<file path="src/rtl/simple_fifo_if.sv">
// Push/pop handshake bundle for simple_fifo: the master drives requests,
// the slave (the FIFO) returns read data and status flags.
interface simple_fifo_if #(
  parameter int DATA_WIDTH = 8
);
  logic [DATA_WIDTH-1:0] wrdata;
  logic                  wren;
  logic                  rden;
  logic [DATA_WIDTH-1:0] rddata;
  logic                  data_valid;
  logic                  full;
  logic                  empty;
  logic                  overflow_err;
  logic                  underflow_err;

  modport master (
    output wrdata, wren, rden,
    input  rddata, data_valid, full, empty, overflow_err, underflow_err
  );

  modport slave (
    input  wrdata, wren, rden,
    output rddata, data_valid, full, empty, overflow_err, underflow_err
  );
endinterface

</file>
<file path="src/rtl/simple_fifo.sv">
// Single-clock FIFO: register-array storage, binary pointers, occupancy
// counter, registered read data and sticky overflow/underflow flags.
module simple_fifo #(
  parameter int DATA_WIDTH = 8,
  parameter int DEPTH      = 32
) (
  input  logic          clk,
  input  logic          rst_n,
  simple_fifo_if.slave  bus
);
  localparam int PTR_W = $clog2(DEPTH);
  localparam int CNT_W = PTR_W + 1;
  localparam logic [CNT_W-1:0] FULL_CNT = CNT_W'(DEPTH);

  logic [DATA_WIDTH-1:0] mem_q [DEPTH];

  logic [PTR_W-1:0]      wr_ptr_q, wr_ptr_d;
  logic [PTR_W-1:0]      rd_ptr_q, rd_ptr_d;
  logic [CNT_W-1:0]      count_q, count_d;
  logic [DATA_WIDTH-1:0] rddata_q, rddata_d;
  logic                  data_valid_q, data_valid_d;
  logic                  ovf_q, ovf_d;
  logic                  udf_q, udf_d;

  logic full, empty, rd_accept, wr_accept;

  assign full  = (count_q == FULL_CNT);
  assign empty = (count_q == '0);

  // A pop frees a slot in the same edge, so a push into a full FIFO is legal
  // only alongside an accepted pop; no bypass exists when empty.
  assign rd_accept = bus.rden && !empty;
  assign wr_accept = bus.wren && (!full || rd_accept);

  always_comb begin
    wr_ptr_d     = wr_ptr_q;
    rd_ptr_d     = rd_ptr_q;
    count_d      = count_q;
    rddata_d     = rddata_q;
    data_valid_d = rd_accept;
    ovf_d        = ovf_q | (bus.wren && !wr_accept);
    udf_d        = udf_q | (bus.rden && empty);

    if (wr_accept) wr_ptr_d = wr_ptr_q + PTR_W'(1);
    if (rd_accept) begin
      rd_ptr_d = rd_ptr_q + PTR_W'(1);
      rddata_d = mem_q[rd_ptr_q];
    end

    case ({wr_accept, rd_accept})
      2'b10:   count_d = count_q + CNT_W'(1);
      2'b01:   count_d = count_q - CNT_W'(1);
      default: count_d = count_q;
    endcase
  end

  always_ff @(posedge clk) begin
    if (rst_n) begin
      wr_ptr_q     <= '0;
      rd_ptr_q     <= '0;
      count_q      <= '0;
      rddata_q     <= '0;
      data_valid_q <= 1'b0;
      ovf_q        <= 1'b0;
      udf_q        <= 1'b0;
    end else begin
      wr_ptr_q     <= wr_ptr_d;
      rd_ptr_q     <= rd_ptr_d;
      count_q      <= count_d;
      rddata_q     <= rddata_d;
      data_valid_q <= data_valid_d;
      ovf_q        <= ovf_d;
      udf_q        <= udf_d;
    end
  end

  // Storage is deliberately not reset; stale entries are unreachable after reset.
  always_ff @(posedge clk) begin
    if (!rst_n && wr_accept) mem_q[wr_ptr_q] <= bus.wrdata;
  end

  assign bus.rddata        = rddata_q;
  assign bus.data_valid    = data_valid_q;
  assign bus.full          = full;
  assign bus.empty         = empty;
  assign bus.overflow_err  = ovf_q;
  assign bus.underflow_err = udf_q;
endmodule

</file>
<file path="src/flat_wrapper.sv">
// flat-port wrapper written by rule: the top's interface ports become plain ports
module simple_fifo_flat 
#(
  parameter int DATA_WIDTH = 8,
  parameter int DEPTH      = 32
)
  (clk, rst_n, bus_wrdata, bus_wren, bus_rden, bus_rddata, bus_data_valid, bus_full, bus_empty, bus_overflow_err, bus_underflow_err);
  simple_fifo_if #(.DATA_WIDTH(DATA_WIDTH)) bus_i ();
  input  logic clk;
  input  logic rst_n;
  input wire logic [$bits(bus_i.wrdata)-1:0] bus_wrdata;
  input wire logic [$bits(bus_i.wren)-1:0] bus_wren;
  input wire logic [$bits(bus_i.rden)-1:0] bus_rden;
  output wire logic [$bits(bus_i.rddata)-1:0] bus_rddata;
  output wire logic [$bits(bus_i.data_valid)-1:0] bus_data_valid;
  output wire logic [$bits(bus_i.full)-1:0] bus_full;
  output wire logic [$bits(bus_i.empty)-1:0] bus_empty;
  output wire logic [$bits(bus_i.overflow_err)-1:0] bus_overflow_err;
  output wire logic [$bits(bus_i.underflow_err)-1:0] bus_underflow_err;
  assign bus_i.wrdata = bus_wrdata;
  assign bus_i.wren = bus_wren;
  assign bus_i.rden = bus_rden;
  assign bus_rddata = bus_i.rddata;
  assign bus_data_valid = bus_i.data_valid;
  assign bus_full = bus_i.full;
  assign bus_empty = bus_i.empty;
  assign bus_overflow_err = bus_i.overflow_err;
  assign bus_underflow_err = bus_i.underflow_err;
  simple_fifo #(.DATA_WIDTH(DATA_WIDTH), .DEPTH(DEPTH)) u_core (.clk(clk), .rst_n(rst_n), .bus(bus_i));
endmodule
</file>
<file path="config.mk">
export PLATFORM = sky130hd
export DESIGN_NAME = simple_fifo_flat
export DESIGN_NICKNAME = d
export VERILOG_FILES = /design/src/rtl/simple_fifo_if.sv /design/src/rtl/simple_fifo.sv /design/src/flat_wrapper.sv
export SDC_FILE = /design/constraint.sdc
export NUM_CORES = 1
export LEC_CHECK = 0
export BUFFER_PORTS_ARGS = -buffer_cell sky130_fd_sc_hd__buf_4
export CAP_MARGIN = 20
export CORE_MARGIN = 3
export CORE_UTILIZATION = 35
export CTS_CLUSTER_DIAMETER = 60
export DETAILED_ROUTE_END_ITERATION = 8
export PLACE_DENSITY = 0.51
export SKIP_CTS_REPAIR_TIMING = 1
export SLEW_MARGIN = 20
export SYNTH_ARGS = -nofsm -noshare
export SYNTH_HDL_FRONTEND = slang
export SYNTH_SLANG_ARGS = --single-unit
</file>
<file path="constraint.sdc">
create_clock -name clk -period 3.77 [get_ports clk]
set_input_delay 0.1885 -clock clk [delete_from_list [all_inputs] [get_ports clk]]
set_output_delay 0.1885 -clock clk [all_outputs]
set_load 0.01 [all_outputs]
</file>
### After elaboration in Yosys (flattened, before gate mapping)

Memory sizes are Yosys's and may differ from the RTL's. A register that Yosys moved wholly into a read port is not among the register bits.
Index checks and enable logic that the tools add are counted.

| word-level totals | value |
|---|---|
| register bits | 19 |
| memory bits (writable) | 256 |
| output and inout port bits | 13 |
| logic and storage cells | 31 |
| memories | 1 |

| cells by class | value |
|---|---|
| add/sub/neg operators | 4 |
| equality and inequality tests | 3 |
| muxes and demuxes | 3 |
| bitwise operators | 2 |
| reductions and logical operators | 12 |

Memories:

| memory | depth | bits a word | rd ports | clocked after memory_dff | write ports | RTL line | source |
|---|---|---|---|---|---|---|---|
| u_core.mem_q | 32 | 8 | 1 | 1 | 1 | simple_fifo.sv:15 | `logic [DATA_WIDTH-1:0] mem_q [DEPTH];` |

Operators with widths:

| operator | count |
|---|---|
| case mux 6 bit (2 select lines) | 1 |
| adder 5 x 1 -> 5 bit (second input constant) | 2 |
| adder 6 x 1 -> 6 bit (second input constant) | 1 |
| == test 6 bit (second input constant) | 1 |
| logical NOT 6 bit | 1 |
| subtractor 6 x 1 -> 6 bit (second input constant) | 1 |
| logical AND 1 bit | 5 |
| logical NOT 1 bit | 4 |
| == test 2 x 1 -> 1 bit (second input constant) | 1 |
| == test 2 bit (second input constant) | 1 |
| two-way mux 1 bit | 2 |
| OR 1 bit | 2 |
| nonzero test 2 bit | 1 |
| logical OR 1 bit | 1 |

### Depth between registers and ports, before layout

Gate-level depths: netlist of the first run.

| logic depth | value |
|---|---|
| word-level depth | 8 |
| gate-level depth with buffers | 11 |

### Worst setup path before layout of the first run

No wires, ideal clock.

| timing | value |
|---|---|
| kind | register to register |
| from | register u_core.count_q[1] |
| to | register u_core.count_q[5] |
| library setup time | 0.121 ns |
| arrival | 2.717 ns |
| path slack | 0.932 ns |
| stages on the path, launching flop included | 11 |
| period minus slack after synthesis | 2.838 ns |
| cells stage by stage | dfxtp_1 > or4_4 > buf_6 > o21ai_4 > nor2_1 > ha_1 > a211oi_1 > o21bai_1 > a21oi_1 > mux2i_1 > mux2_2 |

| between the ends | value |
|---|---|
| cells in the longest elaborated chain, start to end | 7 |
| elaborated cells between the ends (all ways) | 13 |
| those cells by class | 2 x add/sub; 3 x eq/ne; 1 x mux; 7 x reduce/logical |

RTL lines:

| item | RTL line | source |
|---|---|---|
| start: declaration | simple_fifo.sv:19 | `logic [CNT_W-1:0] count_q, count_d;` |
| start signal: assignment | simple_fifo.sv:69 | `count_q <= count_d;` |
| logical NOT 6 bit | simple_fifo.sv:28 | `assign empty = (count_q == '0);` |
| logical NOT 1 bit | simple_fifo.sv:32 | `assign rd_accept = bus.rden && !empty;` |
| logical AND 1 bit | simple_fifo.sv:32 |  |
| logical OR 1 bit | simple_fifo.sv:33 | `assign wr_accept = bus.wren && (!full \|\| rd_accept);` |
| logical AND 1 bit | simple_fifo.sv:33 |  |
| == test 2 x 1 -> 1 bit / == test 2 bit (equally long branches) | simple_fifo.sv:50 | `case ({wr_accept, rd_accept})` |
| case mux 6 bit (2 select lines) / nonzero test 2 bit (equally long branches) | n/a |  |

Several ways; a longest one is shown, not always the timed one.
A chain may end at the register's enable or synchronous reset.

### Final worst setup path of the first run

Ends and elaborated chain as after synthesis.

==> flow_summary.json, run 1 <==
{
  "status": "completed",
  "fin_tns_setup_ps": 0,
  "p_per_area_mw_per_mm2": 613,
  "grt_pass1_wl_um": 39100,
  "max-vdd-ir-drop_uv": 399,
  "crit_required_ps": 4200,
  "diodes": 0,
  "viasPerCell": 5.38,
  "fill_cells": 2736,
  "total_power_mw": 7.87,
  "wl_per_cell_um": 23.8,
  "vias": 5884,
  "setup-violations-final": 0,
  "ys_seq_area_share_pct": 73.4,
  "synth_common_cells": "edfxtp_1, nor2_1, mux2i_1",
  "yosysTopAreaCellShare_pct": 68.5,
  "final_area_mm2": 0.0128,
  "rows": 64,
  "syn-num-nets": 660,
  "clock_latency_ps": 550,
  "cts_buffers": 30,
  "drc": 0,
  "min_period_over_period_pct": 76.1,
  "cts.sinks": 283,
  "die_h_um": 185,
  "drv_slew": 0,
  "period_minus_slack_ps": 2870,
  "cts-root-buf": "clkbuf_16",
  "regArea_mm2": 0.00823,
  "yosysMostFrequentCell": "edfxtp_1",
  "antenna_found_initial": 0,
  "dp_hpwl_um": 16200,
  "postRouteAntennaNets": 0,
  "synth.area.top_cells": "edfxtp_1, mux4_2, dfxtp_1",
  "ios": 25,
  "crit_type": "flip-flop to flip-flop",
  "cts.htree.levels": 1,
  "first_iter_violations": 477,
  "netlist_area_mm2": 0.0112,
  "dp.cells": 1035,
  "cpPeakStageDelay_ps": 610,
  "multi_input_area_mm2": 0.00279,
  "final_util_pct": 41.3,
  "clock_skew_ps": 13.9,
  "relSlewSlack_pct": 42.1,
  "ys_ff_latch": 283,
  "tightest_slew_ps": 866,
  "crit_slowest_cell": "or4_4",
  "die_area_mm2": 0.0342,
  "coreArea_mm2": 0.0311,
  "drive_gt1_share_pct": 18.8,
  "fmax_ghz": 0.348,
  "cts_buffer_depth": 3,
  "max_cap_viol_count": 0,
  "synth-edff-count": 256,
  "layout.nets": 695,
  "start_kind": "flip-flop",
  "synthArstFlopShare_pct": 0,
  "leakage_nw": 4.00,
  "hp-class": "input port to flip-flop",
  "clkSlewWorstSetupHoldPaths_ps": 60,
  "final_cells": 1093,
  "port_buffers": 24,
  "worst_ep_arrival_time_ps": 3300,
  "wl_um": 26000,
  "syn_inst": 638,
  "yosysUniqueCellTypes": 47,
  "overflow": 0,
  "syn2layout_area_growth_pct": 14.5,
  "rsz0062_at_grt": "no",
  "routabilityCongestion": 0.840,
  "synth_top_area_cell": "edfxtp_1",
  "placed_cell_area_mm2": 0.0118,
  "syn_avg_cell_area_um2": 17.6,
  "grt_use_total_pct": 15.4,
  "first_pass_iters": 5,
  "cts_tree": "built",
  "grt_max_degree": 33,
  "hold_viol": 0,
  "die_w_um": 185,
  "synth_warnings": 0,
  "synth_ff_type": "edfxtp_1",
  "path_cells": "or4_4 > o21ai_4 > nor2_1 > ha_1 > a211oi_1 > o21bai_1 > a21oi_1 > mux2i_1 > mux2_2",
  "start_util_pct": 36.1,
  "end_kind": "flip-flop",
  "grt_pass1_vias": 6038,
  "cp_max_fo": 7
}
logic make-up (layout without fill, tap and decap cells):
kind of cell,after synthesis,after routing,synth area share (%)
buffers and inverters,40,99,1.73
XOR/XNOR,11,11,0.859
AO/OA/AOI/OAI,87,87,5.47
flip-flops,283,283,73.4
multiplexers,90,90,12.6
AND/OR/NAND/NOR,117,117,4.76
adder cells (fa/ha/maj),10,10,1.18
final timing paths:
check,cells past startpoint,end,startpoint,slack [ps]
setup / recovery,9,u_core.count_q[5]$_SDFFE_PP0P_,u_core.count_q[1]$_SDFFE_PP0P_,900
hold reg to reg,2,u_core.bus.overflow_err$_SDFF_PP0_,u_core.bus.overflow_err$_SDFF_PP0_,470
setup reg to reg,9,u_core.count_q[5]$_SDFFE_PP0P_,u_core.count_q[1]$_SDFFE_PP0P_,900
hold / removal,2,u_core.bus.overflow_err$_SDFF_PP0_,rst_n,20
cell usage in the layout, fill, tap and decap left out, types with 3 or more instances in the layout:
master,synthesis,final
or3b_2,3,3
a22o_1,9,9
nand2_1,21,21
xor2_1,6,6
nand3_1,5,5
nor2_1,62,62
inv_1,7,7
dfxtp_1,27,25
clkbuf_16,0,30
clkinv_1,0,9
a211oi_1,9,9
o31ai_1,3,3
clkinv_2,0,3
a22oi_1,6,6
o22ai_1,15,15
nor2b_1,4,4
nand3b_1,4,4
buf_4,4,32
mux2i_1,46,46
nor4_1,7,7
clkbuf_1,16,3
nand4_1,4,4
o21ai_0,11,11
mux2_2,3,3
xnor2_1,5,5
ha_1,9,9
mux4_2,41,41
bufinv_16,0,4
a211o_1,8,8
a21oi_1,13,13
clkinvlp_4,0,3
edfxtp_1,256,256
worst max-delay path, delay by kind of cell (launching register included):
family          cells  cell delay [ps]
simple gates        2              730
mux                 2              550
flops               1              350
compound gates      4              810
fa+ha+maj           1              310
power by group:
| group | leakage, nW | switching [mW] | total [mW] | internal, mW |
|---|---|---|---|---|
| clock | 0.476 | 1.21 | 2.95 | 1.74 |
| sequential | 2.52 | 0.155 | 3.67 | 3.51 |
| combinational | 1.00 | 0.671 | 1.25 | 0.584 |
per-stage QoR:
stage | hold slack (ps) | setup WS [ps]
2_1_floorplan | 287 | 932
3_3_place_gp | 463 | 943
3_5_place_dp | 463 | 921
4_1_cts | -70.5 | 900
5_1_grt | 35.6 | 749
6_report | 23.7 | 900
flip-flops by register name, summed over array words and instances (netlist names):
register	flops
u_core.wr_ptr_q	5
u_core.mem_q	256
u_core.bus.underflow_err	1
u_core.bus.data_valid	1
u_core.count_q	6
u_core.bus.rddata	8
u_core.rd_ptr_q	5
u_core.bus.overflow_err	1
metal layers:
layer	vias to the layer above	wire length, µm	global-route usage [%]
li1	2620	-	-
met1	3048	11700	22.1
met2	176	12300	24.8
met3	40	1400	2.28
met4	0	640	3.72
met5	-	0	0
area by class of cell:
type                       instances  share of cell area, %
multi-input combinational        315                   21.8
timing repair buffer              36                   2.34
clock buffer                      33                   5.93
clock inverter                    23                   1.82
inverter                           7                  0.205
tap                              396                   3.86
sequential                       283                   64.1
No activity file was read; power rests on OpenSTA's default activity.
==> inputs of run 2 (changes only) <==
--- a/config.mk
+++ b/config.mk
@@ -11,7 +11,7 @@
 export CORE_UTILIZATION = 35
 export CTS_CLUSTER_DIAMETER = 60
 export DETAILED_ROUTE_END_ITERATION = 8
-export PLACE_DENSITY = 0.51
+export PLACE_DENSITY = 0.52
 export SKIP_CTS_REPAIR_TIMING = 1
 export SLEW_MARGIN = 20
 export SYNTH_ARGS = -nofsm -noshare
==> constraint.sdc (replaced) <==
create_clock -name clk -period 2.4 [get_ports clk]
set_input_delay 0.12 -clock clk [delete_from_list [all_inputs] [get_ports clk]]
set_output_delay 0.12 -clock clk [all_outputs]
set_load 0.01 [all_outputs]
==> run 2 against run 1 <==
Effect of this change:
- the flow now finishes with violations (negative setup slack)
- sequential power is 54% higher
- routed wire length fell by 2.0%
- clock skew rose by 4.0 ps
- largest cell class unchanged
- highest routed layer unchanged
==> flow_summary.json, run 2 (synthesis gave the netlist of run 1 again) <==
{
  "largest_register": "u_core.mem_q",
  "end_kind": "flip-flop",
  "setup_slack_ps": -113,
  "cp_num_buf_inv": 0,
  "regArea_mm2": 0.00823,
  "crit_slowest_cell": "or4_4",
  "start_kind": "flip-flop",
  "final_cell_mix": "edfxtp_1, buf_4, mux2i_1, mux4_2, nor2_1",
  "hold_end": "u_core.mem_q[7][6]$_DFFE_PP_",
  "max-vdd-ir-drop_uv": 615,
  "grt_pass1_vias": 6214,
  "r2r_cells": 9,
  "dp_hpwl_um": 16600,
  "ios": 25,
  "coreArea_mm2": 0.0311,
  "layout_commonest_cell": "edfxtp_1",
  "leakage_nw": 4.19,
  "viasPerCell": 5.23,
  "die_h_um": 185,
  "drv_slew": 0,
  "crit_required_ps": 2830,
  "port_buffers": 24,
  "start_util_pct": 36.1,
  "relSlewSlack_pct": 51.1,
  "path_delay_family": "compound AO/OA/AOI/OAI gates",
  "violations": "negative setup slack",
  "hp-start": "bus_wrdata[6]",
  "tightest_slew_ps": 732,
  "hp-class": "input port to flip-flop",
  "first_iter_violations": 485,
  "grt.busiest_layer": "met2",
  "fmax_ghz": 0.398,
  "diodes": 0,
  "overflow": 0,
  "rrSetupSlack_ps": -110,
  "drive_gt1_share_pct": 27.3,
  "globalRouteMet2Util_pct": 24.4,
  "pre_cts_slack_ps": -79.6,
  "vias": 5882,
  "clock_skew_ps": 17.8,
  "grt_max_degree": 33,
  "total_power_mw": 12.4,
  "r2r-end": "u_core.count_q[5]$_SDFFE_PP0P_",
  "cts_buffer_depth": 3,
  "antenna_found_initial": 0,
  "cts.sinks": 283,
  "path_cells": "or4_4 > o21ai_4 > nor2_4 > ha_4 > a211oi_2 > o21bai_1 > a21oi_1 > mux2i_1 > mux2_2",
  "setup-violations-final": 1,
  "postRouteAntennaNets": 0,
  "p_per_area_mw_per_mm2": 936,
  "placed_cell_area_mm2": 0.0122,
  "rsz0062_at_grt": "yes",
  "hold_depth": 1,
  "final_area_mm2": 0.0132,
  "clock_latency_ps": 550,
  "routabilityCongestion": 0.810,
  "worst_ep_arrival_time_ps": 2950,
  "fin_tns_setup_ps": -113,
  "multi_input_area_mm2": 0.00291,
  "wl_per_cell_um": 22.7,
  "cts_buffers": 29,
  "period_minus_slack_ps": 2510,
  "drc": 0,
  "cpPeakStageDelay_ps": 540,
  "grt_use_total_pct": 15.0,
  "syn2layout_area_growth_pct": 18.0,
  "die_w_um": 185,
  "fill_cells": 2758,
  "cts.htree.levels": 1,
  "first_pass_iters": 5,
  "max_cap_viol_count": 0,
  "min_period_over_period_pct": 105,
  "rows": 64,
  "clkSlewWorstSetupHoldPaths_ps": 60,
  "cts-root-buf": "clkbuf_16",
  "die_area_mm2": 0.0342,
  "grtUsageMet1_pct": 21.1,
  "cp_max_fo": 4,
  "grt_pass1_wl_um": 38600,
  "cts_tree": "built",
  "layout.nets": 731,
  "hold_viol": 0,
  "wl_um": 25500,
  "crit_type": "flip-flop to flip-flop",
  "reg2reg_from": "u_core.count_q[1]$_SDFFE_PP0P_",
  "globalRouteMet3Util_pct": 2.49,
  "status": "finished with violations",
  "largest_reg_flops": 256
}
-- run 2: how the worst max path moves through the flow --
stage                                         startpoint                        endpoint  slack (ps)  cells after the start
after floorplan           u_core.count_q[1]$_SDFFE_PP0P_  u_core.count_q[5]$_SDFFE_PP0P_        -210                     10
after global placement    u_core.count_q[1]$_SDFFE_PP0P_  u_core.count_q[5]$_SDFFE_PP0P_         -50                      9
after detailed placement  u_core.count_q[1]$_SDFFE_PP0P_  u_core.count_q[5]$_SDFFE_PP0P_         -80                      9
after CTS                 u_core.count_q[1]$_SDFFE_PP0P_  u_core.count_q[5]$_SDFFE_PP0P_        -110                      9
after global routing      u_core.count_q[2]$_SDFFE_PP0P_  u_core.count_q[5]$_SDFFE_PP0P_        -220                      9
final                     u_core.count_q[1]$_SDFFE_PP0P_  u_core.count_q[5]$_SDFFE_PP0P_        -110                      9
-- run 2: report_power, final --
group / switching, mW / total (mW) / internal [mW]
logic: 1.25 / 2.39 / 1.14
clock network: 1.77 / 4.33 / 2.55
registers: 0.144 / 5.66 / 5.52
-- run 2: per-stage QoR --
step,utilization (%),cells,hold WS (ps)
3_3_place_gp,39.3,1071,416
4_1_cts,42.2,1121,-118
3_5_place_dp,39.3,1071,447
5_1_grt,42.6,1124,3.15
6_report,42.6,1124,8.57
2_1_floorplan,-,638,219
-- run 2: layout make-up --
cell class / count / share of cell area, %
inverter: 7 / 0.199
tap: 396 / 3.74
timing repair buffer: 73 / 4.84
clock buffer: 40 / 6.10
sequential: 283 / 62.2
multi-input combinational: 315 / 22.0
clock inverter: 10 / 0.870
-- run 2: layer usage --
metal  routed length [µm]  vias up
li1                     -     2679
met1                11500     3033
met2                12200      131
met3                 1140       39
met4                  675        0
met5                    0        -
-- run 2: worst reg2reg max path, stage by stage (launching register included) --
cell and delay [ps]:
dfxtp_2 310, or4_4 540, o21ai_4 170, nor2_4 90, ha_4 220, a211oi_2 220
o21bai_1 100, a21oi_1 170, mux2i_1 230, mux2_2 340
==> inputs of run 3 (changes only) <==
--- a/config.mk
+++ b/config.mk
@@ -11,7 +11,6 @@
 export CORE_UTILIZATION = 35
 export CTS_CLUSTER_DIAMETER = 60
 export DETAILED_ROUTE_END_ITERATION = 8
-export PLACE_DENSITY = 0.52
 export SKIP_CTS_REPAIR_TIMING = 1
 export SLEW_MARGIN = 20
 export SYNTH_ARGS = -nofsm -noshare
==> run 3 against run 2 <==
Effect of this change:
- the run still ends with negative setup slack left
- register-to-register slack about the same
- maximum frequency increased by 0.33%
- clock-buffer cell count decreased by 4
- non-clock buffer count increased by 27
- hold slack improved by 9.5 ps
- utilization increased by 0.97 points
- first-iteration DRC count increased by 27%
- die area unchanged
- setup slack improved by 8.2 ps
- clock power increased by 11%
- sequential cell count unchanged
- critical endpoint unchanged
==> flow_summary.json, run 3 (synthesis gave the netlist of run 1 again) <==
{
  "status": "finished with violations",
  "violations": "negative setup slack",
  "setup_slack_ps": -105,
  "cts-root-buf": "clkbuf_16",
  "path_cells": "or4_4 > o21ai_4 > nor2_4 > ha_4 > a211oi_4 > o21bai_1 > a21oi_2 > mux2i_1 > mux2_2",
  "largest_reg_flops": 256,
  "coreArea_mm2": 0.0311,
  "first_pass_iters": 5,
  "grt_pass1_vias": 6273,
  "final_area_mm2": 0.0135,
  "hold_viol": 0,
  "startpoint": "u_core.count_q[4]$_SDFFE_PP0P_",
  "postRouteAntennaNets": 0,
  "wl_um": 25700,
  "r2r-end": "u_core.count_q[5]$_SDFFE_PP0P_",
  "wl_per_cell_um": 22.2,
  "rows": 64,
  "end_kind": "flip-flop",
  "swShare_pct": 25.4,
  "syn2layout_area_growth_pct": 20.7,
  "r2r_cells": 9,
  "p_int_mw": 9.65,
  "crit_slowest_cell": "or4_4",
  "viasPerCell": 5.33,
  "diodes": 0,
  "drc": 0,
  "placed_cell_area_mm2": 0.0124,
  "cts_tree": "built",
  "power_frac_seq_pct": 43.7,
  "cp_num_buf_inv": 0,
  "clock_latency_ps": 540,
  "pre_cts_slack_ps": -185,
  "max_cap_viol_count": 0,
  "hold_end": "u_core.mem_q[24][6]$_DFFE_PP_",
  "antenna_found_initial": 0,
  "overflow": 0,
  "hp-class": "input port to flip-flop",
  "clkSlewWorstSetupHoldPaths_ps": 60,
  "path_delay_family": "simple AND/OR/NAND/NOR gates",
  "min_period_over_period_pct": 104,
  "port_buffers": 24,
  "relSlewSlack_pct": 46.2,
  "hold_depth": 1,
  "rsz0062_at_grt": "yes",
  "setup-violations-final": 1,
  "combPwrFrac_pct": 19.1,
  "worst_ep_arrival_time_ps": 2930,
  "first_iter_violations": 617,
  "reg2reg_from": "u_core.count_q[4]$_SDFFE_PP0P_",
  "wl_met3_um": 1690,
  "clock_skew_ps": 14.4,
  "cpPeakStageDelay_ps": 570,
  "cts.sinks": 283,
  "topRoutingLayerUsed": "met4",
  "routabilityCongestion": 0.803,
  "fmax_ghz": 0.399,
  "drive_gt1_share_pct": 27.7,
  "die_w_um": 185,
  "grt_pass1_wl_um": 39000,
  "period_minus_slack_ps": 2500,
  "final_util_pct": 43.6,
  "ios": 25,
  "layout.nets": 759,
  "wl_met1_um": 11100,
  "met2_length_um": 12500,
  "final_cell_mix": "edfxtp_1, buf_4, nor2_1, mux2i_1, mux4_2",
  "tightest_slew_ps": 805,
  "die_h_um": 185,
  "layout_commonest_cell": "edfxtp_1",
  "die_area_mm2": 0.0342,
  "largest_register": "u_core.mem_q",
  "start_kind": "flip-flop",
  "vias": 6168,
  "clkPwrFrac_pct": 37.2,
  "dp_hpwl_um": 16200,
  "cp_max_fo": 4,
  "max-vdd-ir-drop_uv": 466,
  "cts.htree.levels": 1,
  "p_per_area_mw_per_mm2": 955,
  "grt_max_degree": 33,
  "total_power_mw": 12.9,
  "hp-start": "bus_wrdata[6]",
  "leakage_nw": 4.40,
  "crit_type": "flip-flop to flip-flop",
  "cts_buffer_depth": 3,
  "p_switching_mw": 3.28,
  "drv_slew": 0,
  "crit_required_ps": 2830,
  "grt_use_total_pct": 15.1,
  "rrSetupSlack_ps": -100,
  "cts_buffers": 30,
  "start_util_pct": 36.1
}
run 3: layer usage:
layer / vias to the layer above / global-route usage (%)
met3: 31 / 2.99
met1: 3192 / 21.4
met4: 0 / 2.94
li1: 2753 / -
met2: 192 / 24.6
met5: - / 0
run 3: area by class of cell:
| type | count | area (µm²) |
|---|---|---|
| Clock inverter | 20 | 234 |
| Timing Repair Buffer | 100 | 856 |
| Multi-Input combinational cell | 315 | 2880 |
| Sequential cell | 283 | 8230 |
| Tap cell | 396 | 495 |
| Inverter | 7 | 26.3 |
| Clock buffer | 36 | 815 |
| Fill cell | 2669 | 17500 |
run 3: power by group through the flow:
stage               clock, mW  sequential [mW]  combinational (mW)
finish                   4.81             5.65                2.47
global route             5.10             5.66                2.67
CTS                      4.91             5.65                2.41
detailed placement          0             5.75                2.40
global placement            0             5.75                2.35
floorplan                   0             5.74                1.49
run 3: worst reg2reg max path: stages (launching register included):
cell and delay [ps]:
dfxtp_1 310, or4_4 570, o21ai_4 210, nor2_4 90
ha_4 230, a211oi_4 210, o21bai_1 100, a21oi_2 130
mux2i_1 200, mux2_2 340
run 3: how the worst max path moves through the flow:
stage	to	slack, ps	cells after the start
6_report	u_core.count_q[5]$_SDFFE_PP0P_	-100	9
5_1_grt	u_core.count_q[5]$_SDFFE_PP0P_	-170	9
4_1_cts	u_core.bus.rddata[7]$_SDFFE_PP0P_	-220	6
3_5_place_dp	u_core.bus.rddata[7]$_SDFFE_PP0P_	-180	6
3_3_place_gp	u_core.bus.rddata[7]$_SDFFE_PP0P_	-250	6
2_1_floorplan	u_core.count_q[5]$_SDFFE_PP0P_	-210	10
run 3: through the flow:
stage | TNS [ps] | std cells | hold WS [ps]
5_1_grt | -196 | 1157 | 14.9
3_5_place_dp | -297 | 1098 | 425
4_1_cts | -339 | 1154 | -137
2_1_floorplan | -212 | 638 | 219
6_report | -105 | 1157 | 18.1
3_3_place_gp | -303 | 1098 | 419
